`config.mk`:
```
export PLATFORM = sky130hd
export DESIGN_NAME = imm_gen_pipe_flat
export DESIGN_NICKNAME = d
export VERILOG_FILES = /design/src/rtl/imm_gen_pipe_if.sv /design/src/rtl/imm_gen_pipe.sv /design/src/flat_wrapper.sv
export SDC_FILE = /design/constraint.sdc
export NUM_CORES = 1
export LEC_CHECK = 0
export ABC_AREA = 1
export CAP_MARGIN = 40
export CORE_MARGIN = 3
export CORE_UTILIZATION = 40
export CTS_CLUSTER_DIAMETER = 150
export DETAILED_ROUTE_END_ITERATION = 8
export GPL_TIMING_DRIVEN = 0
export PLACE_DENSITY = 0.72
export SYNTH_ARGS = -nofsm -noshare
export SYNTH_HDL_FRONTEND = slang
export SYNTH_SLANG_ARGS = --single-unit
```
`constraint.sdc`:
```
create_clock -name clk_i -period 5.55 [get_ports clk_i]
set_clock_uncertainty 0.15 [all_clocks]
set_input_delay 0.8325 -clock clk_i [delete_from_list [all_inputs] [get_ports clk_i]]
set_output_delay 0.8325 -clock clk_i [all_outputs]
set_load 0.005 [all_outputs]
```
`src/rtl/imm_gen_pipe_if.sv`:
```
// Handshake bundle for imm_gen_pipe: instruction in on one side,
// decoded immediate, format, illegal flag and tag out on the other.
interface imm_gen_pipe_if #(
    parameter int XLEN  = 32,
    parameter int TAG_W = 32
);
    logic             valid_i;
    logic             ready_o;
    logic [31:0]      inst_i;
    logic [TAG_W-1:0] tag_i;
    logic             valid_o;
    logic             ready_i;
    logic [XLEN-1:0]  imm_o;
    logic [2:0]       fmt_o;
    logic             illegal_o;
    logic [TAG_W-1:0] tag_o;

    // Environment side: feeds instructions and consumes decoded entries.
    modport master (
        output valid_i, inst_i, tag_i, ready_i,
        input  ready_o, valid_o, imm_o, fmt_o, illegal_o, tag_o
    );

    // Immediate generator side.
    modport slave (
        input  valid_i, inst_i, tag_i, ready_i,
        output ready_o, valid_o, imm_o, fmt_o, illegal_o, tag_o
    );
endinterface

```
`src/rtl/imm_gen_pipe.sv`:
```
// Pipelined RV32I/RV64I immediate generator. The immediate is decoded
// combinationally from the incoming word and registered together with the
// entry; an output register plus one skid register let decode stall
// without dropping or reordering instructions.
module imm_gen_pipe #(
    parameter int XLEN  = 32,
    parameter int TAG_W = 32
) (
    input logic         clk_i,
    input logic         rst_n_i,
    imm_gen_pipe_if.slave bus
);

    localparam logic [2:0] FMT_I     = 3'd0;
    localparam logic [2:0] FMT_SHAMT = 3'd1;
    localparam logic [2:0] FMT_S     = 3'd2;
    localparam logic [2:0] FMT_B     = 3'd3;
    localparam logic [2:0] FMT_U     = 3'd4;
    localparam logic [2:0] FMT_J     = 3'd5;
    localparam logic [2:0] FMT_NONE  = 3'd7;

    localparam logic [6:0] OPC_LOAD    = 7'b0000011;
    localparam logic [6:0] OPC_JALR    = 7'b1100111;
    localparam logic [6:0] OPC_OPIMM   = 7'b0010011;
    localparam logic [6:0] OPC_OPIMM32 = 7'b0011011;
    localparam logic [6:0] OPC_STORE   = 7'b0100011;
    localparam logic [6:0] OPC_BRANCH  = 7'b1100011;
    localparam logic [6:0] OPC_LUI     = 7'b0110111;
    localparam logic [6:0] OPC_AUIPC   = 7'b0010111;
    localparam logic [6:0] OPC_JAL     = 7'b1101111;
    localparam logic [6:0] OPC_OP      = 7'b0110011;

    // Every immediate fits a signed 32-bit value; widen it to XLEN.
    function automatic logic signed [XLEN-1:0] sext(input logic signed [31:0] v);
        return XLEN'(v);
    endfunction

    logic [31:0]        inst;
    logic [6:0]         opc;
    logic [2:0]         f3;
    logic signed [31:0] imm32_p0;
    logic signed [XLEN-1:0] imm_p0;
    logic [2:0]         fmt_p0;
    logic               ill_p0;

    logic                   out_vld_p1;
    logic signed [XLEN-1:0] out_imm_p1;
    logic [2:0]             out_fmt_p1;
    logic                   out_ill_p1;
    logic [TAG_W-1:0]       out_tag_p1;

    logic                   skid_vld_p1;
    logic signed [XLEN-1:0] skid_imm_p1;
    logic [2:0]             skid_fmt_p1;
    logic                   skid_ill_p1;
    logic [TAG_W-1:0]       skid_tag_p1;

    logic accept;

    assign inst   = bus.inst_i;
    assign opc    = inst[6:0];
    assign f3     = inst[14:12];
    assign accept = bus.valid_i && !skid_vld_p1;

    // Stage 0: decode format, illegal flag and raw immediate from the word.
    always_comb begin
        imm32_p0 = '0;
        fmt_p0   = FMT_NONE;
        ill_p0   = 1'b1;
        case (opc)
            OPC_LOAD, OPC_JALR: begin
                imm32_p0 = {{20{inst[31]}}, inst[31:20]};
                fmt_p0   = FMT_I;
                ill_p0   = 1'b0;
            end
            OPC_OPIMM: begin
                ill_p0 = 1'b0;
                if (f3 == 3'b001 || f3 == 3'b101) begin
                    // shamt is 6 bits only on RV64; never sign-extended
                    imm32_p0 = {26'b0, inst[25] & (XLEN == 64), inst[24:20]};
                    fmt_p0   = FMT_SHAMT;
                end else begin
                    imm32_p0 = {{20{inst[31]}}, inst[31:20]};
                    fmt_p0   = FMT_I;
                end
            end
            OPC_OPIMM32: begin
                if (XLEN == 64) begin
                    ill_p0 = 1'b0;
                    if (f3 == 3'b001 || f3 == 3'b101) begin
                        imm32_p0 = {27'b0, inst[24:20]};
                        fmt_p0   = FMT_SHAMT;
                    end else begin
                        imm32_p0 = {{20{inst[31]}}, inst[31:20]};
                        fmt_p0   = FMT_I;
                    end
                end
            end
            OPC_STORE: begin
                imm32_p0 = {{20{inst[31]}}, inst[31:25], inst[11:7]};
                fmt_p0   = FMT_S;
                ill_p0   = 1'b0;
            end
            OPC_BRANCH: begin
                imm32_p0 = {{19{inst[31]}}, inst[31], inst[7], inst[30:25], inst[11:8], 1'b0};
                fmt_p0   = FMT_B;
                ill_p0   = 1'b0;
            end
            OPC_LUI, OPC_AUIPC: begin
                imm32_p0 = {inst[31:12], 12'b0};
                fmt_p0   = FMT_U;
                ill_p0   = 1'b0;
            end
            OPC_JAL: begin
                imm32_p0 = {{11{inst[31]}}, inst[31], inst[19:12], inst[20], inst[30:21], 1'b0};
                fmt_p0   = FMT_J;
                ill_p0   = 1'b0;
            end
            OPC_OP: begin
                ill_p0 = 1'b0;
            end
            default: ;
        endcase
    end

    assign imm_p0 = sext(imm32_p0);

    // Stage 1: output register and skid occupancy; skid drains first to keep order.
    always_ff @(posedge clk_i or negedge rst_n_i) begin
        if (!rst_n_i) begin
            out_vld_p1  <= 1'b0;
            skid_vld_p1 <= 1'b0;
            out_imm_p1  <= '0;
            out_fmt_p1  <= FMT_NONE;
            out_ill_p1  <= 1'b0;
            out_tag_p1  <= '0;
        end else if (skid_vld_p1) begin
            if (bus.ready_i) begin
                out_imm_p1  <= skid_imm_p1;
                out_fmt_p1  <= skid_fmt_p1;
                out_ill_p1  <= skid_ill_p1;
                out_tag_p1  <= skid_tag_p1;
                out_vld_p1  <= 1'b1;
                skid_vld_p1 <= 1'b0;
            end
        end else if (accept) begin
            if (!out_vld_p1 || bus.ready_i) begin
                out_imm_p1 <= imm_p0;
                out_fmt_p1 <= fmt_p0;
                out_ill_p1 <= ill_p0;
                out_tag_p1 <= bus.tag_i;
                out_vld_p1 <= 1'b1;
            end else begin
                skid_vld_p1 <= 1'b1;
            end
        end else if (bus.ready_i) begin
            out_vld_p1 <= 1'b0;
        end
    end

    // Stage 1: skid payload, captured only when the output register is held.
    always_ff @(posedge clk_i) begin
        if (accept && out_vld_p1 && !bus.ready_i) begin
            skid_imm_p1 <= imm_p0;
            skid_fmt_p1 <= fmt_p0;
            skid_ill_p1 <= ill_p0;
            skid_tag_p1 <= bus.tag_i;
        end
    end

    assign bus.ready_o   = !skid_vld_p1;
    assign bus.valid_o   = out_vld_p1;
    assign bus.imm_o     = out_imm_p1;
    assign bus.fmt_o     = out_fmt_p1;
    assign bus.illegal_o = out_ill_p1;
    assign bus.tag_o     = out_tag_p1;

endmodule

```
`src/flat_wrapper.sv`:
```
// flat-port wrapper written by rule: the top's interface ports become plain ports
module imm_gen_pipe_flat 
#(
    parameter int XLEN  = 32,
    parameter int TAG_W = 32
)
  (clk_i, rst_n_i, bus_valid_i, bus_inst_i, bus_tag_i, bus_ready_i, bus_ready_o, bus_valid_o, bus_imm_o, bus_fmt_o, bus_illegal_o, bus_tag_o);
  imm_gen_pipe_if #(.XLEN(XLEN), .TAG_W(TAG_W)) bus_i ();
  input logic clk_i;
  input logic rst_n_i;
  input wire logic [$bits(bus_i.valid_i)-1:0] bus_valid_i;
  input wire logic [$bits(bus_i.inst_i)-1:0] bus_inst_i;
  input wire logic [$bits(bus_i.tag_i)-1:0] bus_tag_i;
  input wire logic [$bits(bus_i.ready_i)-1:0] bus_ready_i;
  output wire logic [$bits(bus_i.ready_o)-1:0] bus_ready_o;
  output wire logic [$bits(bus_i.valid_o)-1:0] bus_valid_o;
  output wire logic [$bits(bus_i.imm_o)-1:0] bus_imm_o;
  output wire logic [$bits(bus_i.fmt_o)-1:0] bus_fmt_o;
  output wire logic [$bits(bus_i.illegal_o)-1:0] bus_illegal_o;
  output wire logic [$bits(bus_i.tag_o)-1:0] bus_tag_o;
  assign bus_i.valid_i = bus_valid_i;
  assign bus_i.inst_i = bus_inst_i;
  assign bus_i.tag_i = bus_tag_i;
  assign bus_i.ready_i = bus_ready_i;
  assign bus_ready_o = bus_i.ready_o;
  assign bus_valid_o = bus_i.valid_o;
  assign bus_imm_o = bus_i.imm_o;
  assign bus_fmt_o = bus_i.fmt_o;
  assign bus_illegal_o = bus_i.illegal_o;
  assign bus_tag_o = bus_i.tag_o;
  imm_gen_pipe #(.XLEN(XLEN), .TAG_W(TAG_W)) u_core (.clk_i(clk_i), .rst_n_i(rst_n_i), .bus(bus_i));
endmodule
```
==> impl_metrics.json <==
{
  "status": "finished clean",
  "ir_drop_mv": 0.2082,
  "slew_violations": 0,
  "cts_tree": "built",
  "place_congestion": 0.8891,
  "synth_top_flop_cell": "edfxtp_1",
  "p_sw_w": 0.0008944,
  "ys_warn_count": 0,
  "route.detailed.drc": 0,
  "r2r_slack_ps": 3320,
  "start_util_pct": 41.32,
  "power_frac_seq_pct": 41.7,
  "postSynth.asyncResetShare_pct": 50.72,
  "p_sw_share_pct": 27.77,
  "yosysSeqAreaShare_pct": 59.79,
  "avgSynthCellArea_um2": 8.821,
  "cts_resized": 0,
  "fin_crit_ps": 3204,
  "fill_cells": 1366,
  "min_path_type": "input pin to asynchronous set/reset pin",
  "synth-seq-cells": 138,
  "synth_edf_count": 68,
  "first_iter_violations": 344,
  "ant_nets": 0,
  "r2r_end": "u_core.skid_imm_p1[20]",
  "required_ps": 4570,
  "via_per_inst": 4.895,
  "rows": 45,
  "cts_max_level": 4,
  "p_per_area_nw_per_um2": 372.5,
  "rsz0062_at_grt": "no",
  "setup.worst_path.end_class": "output port",
  "grt_pass1_wl_um": 27450,
  "io_pins": 138,
  "multi_input_area_um2": 2257,
  "grtUsageMet1_pct": 26.74,
  "synth_cell_types": 29,
  "track_usage_pct": 19.91,
  "met3_usage_pct": 6.450,
  "clock-sinks": 138,
  "worstPathMaxFanout": 10,
  "post-dp-hpwl_um": 12180,
  "routed_wl_um": 16940,
  "core_um2": 15370,
  "synthToLayoutAreaGrowth_pct": 36.15,
  "hold_violations": 0,
  "internal_power_w": 0.002327,
  "clockBufferDepth": 2,
  "r2r_cells": 6,
  "drt-wirelength-per-cell_um": 15.33,
  "fin_hold_ws_ps": 177.7,
  "worstSetupPathType": "flip-flop to output port",
  "grt_max_degree": 48,
  "cp.arrival_ps": 2220,
  "grt_use_met2_pct": 30.90,
  "fin_cells": 1105,
  "vias": 5409,
  "overflow": 0,
  "ff_latch_area_um2": 3797,
  "hold_buffers": 0,
  "synth_nets": 788,
  "final_cell_mix": "199 x nand2_1, 174 x nor2_1, 135 x clkdlybuf4s50_1",
  "grt_pass1_vias": 5330,
  "pre_cts_ws_ps": 2750,
  "fin_total_pwr_w": 0.003221,
  "cp-start-kind": "flip-flop",
  "pwr-share-clk_pct": 33.3,
  "diodes": 0,
  "postCtsSetupBuffers": 0,
  "io_buffers": 136,
  "die_w_um": 132.0,
  "worstReg2RegStart": "u_core.skid_vld_p1",
  "worst_pin_slew_ps": 574.1,
  "fin_crit_sh_pct": 57.72,
  "die-area_um2": 17430,
  "synth_area_um2": 6351,
  "setup_tns_ps": 0,
  "slew_headroom_pct": 61.72,
  "drive_above_1_share_pct": 9.284,
  "antenna_found_initial": 0,
  "setup_violations": 0,
  "pwr-share-comb_pct": 25.1,
  "chipHeight_um": 132.0,
  "cts.clk_slew.worst_paths_ps": 60,
  "cts_root_buf": "clkbuf_16",
  "final_common_cell": "nand2_1",
  "clk_latency_ps": 420,
  "grt_most_used_layer": "met2",
  "place_inst": 1073,
  "synthCells": 720,
  "fmax_ghz": 0.3121,
  "dr.pass1.iters": 5,
  "final_nets": 949,
  "drv_cap": 0,
  "cts_buffers": 17,
  "finalWorstSetupSlack_ps": 2346,
  "p_leak_nw": 4.015
}
[cell usage after synthesis (2+ instances only)]
cell	n	area, µm²
nand2_1	199	747.0
nor2_1	174	653.1
edfxtp_1	68	2042
dfrtp_1	67	1677
nand3_1	44	220.2
a21oi_1	33	165.2
o31ai_1	32	240.2
inv_1	26	97.59
buf_2	18	90.09
clkbuf_1	15	56.30
inv_2	5	18.77
nand2_2	5	31.28
o21ai_0	4	20.02
dfstp_2	3	78.83
nand4_1	3	18.77
nor2_4	3	33.78
a21boi_1	2	15.01
buf_1	2	7.510
buf_4	2	15.01
buf_6	2	22.52
nand2_4	2	22.52
nor2_2	2	12.51
o21ai_1	2	10.01
or2_2	2	12.51
[metrics by stage]
step                      cell area (µm²)  util (%)
final                                8647     56.26
after global routing                 8647     56.26
after CTS                            8647     56.26
after detailed placement             8088     52.62
after global placement               7981     51.93
after floorplan                      6356         -
[how the worst max path moves through the flow]
stage	startpoint	end	slack (ps)	cells past startpoint
after global placement	bus_ready_i	u_core.skid_imm_p1[17]	-580	4
after CTS	u_core.skid_vld_p1	bus_ready_o	2330	5
after floorplan	bus_ready_i	u_core.skid_fmt_p1[0]	1300	3
after detailed placement	bus_ready_i	u_core.skid_imm_p1[17]	2750	7
after global routing	u_core.skid_vld_p1	bus_ready_o	2240	5
final	u_core.skid_vld_p1	bus_ready_o	2350	5
[worst max-delay path: stages, from the launching register on]
cell,delay (ps)
dfrtp_1,350
buf_2,180
inv_2,140
buf_2,250
buf_2,300
clkdlybuf4s50_1,570
[kinds of logic (layout without fill, tap and decap cells)]
logic type             Yosys count  after routing  synth area share, %
AND/OR/NAND/NOR                437            437                27.92
flip-flops                     138            138                59.79
AO/OA/AOI/OAI                   75             75                7.447
buffers and inverters           70            244                4.846
[power groups by stage]
stage          Clock [W]  Combinational, W  Sequential [W]
6_report         0.00107          0.000807         0.00134
5_1_grt          0.00114          0.000891         0.00136
4_1_cts          0.00109          0.000824         0.00134
3_5_place_dp           0          0.000818         0.00136
3_3_place_gp           0          0.000796         0.00136
2_1_floorplan          0          0.000308         0.00137
[layer usage]
metal,wire [µm],vias up
met1,7765,2494
li1,-,2683
met2,7590,203
met4,304,0
met5,0,-
met3,1277,29
[state kept, by name, indices dropped and copies added (netlist names)]
name / flops
u_core.bus.illegal_o: 1
u_core.bus.fmt_o: 3
u_core.skid_imm_p1: 32
u_core.skid_ill_p1: 1
u_core.bus.valid_o: 1
u_core.bus.tag_o: 32
u_core.skid_fmt_p1: 3
u_core.bus.imm_o: 32
u_core.skid_tag_p1: 32
u_core.skid_vld_p1: 1
[area by class of cell]
class                           count  share of cell area, %
Sequential cell                   138                  43.92
Clock inverter                     10                  1.100
Clock buffer                       22                  5.368
Buffer                             39                  2.214
Tap cell                          211                  3.053
Inverter                           31                  1.346
Timing Repair Buffer              142                  16.90
Multi-Input combinational cell    512                  26.10
Power figures use the tool's default switching activity.
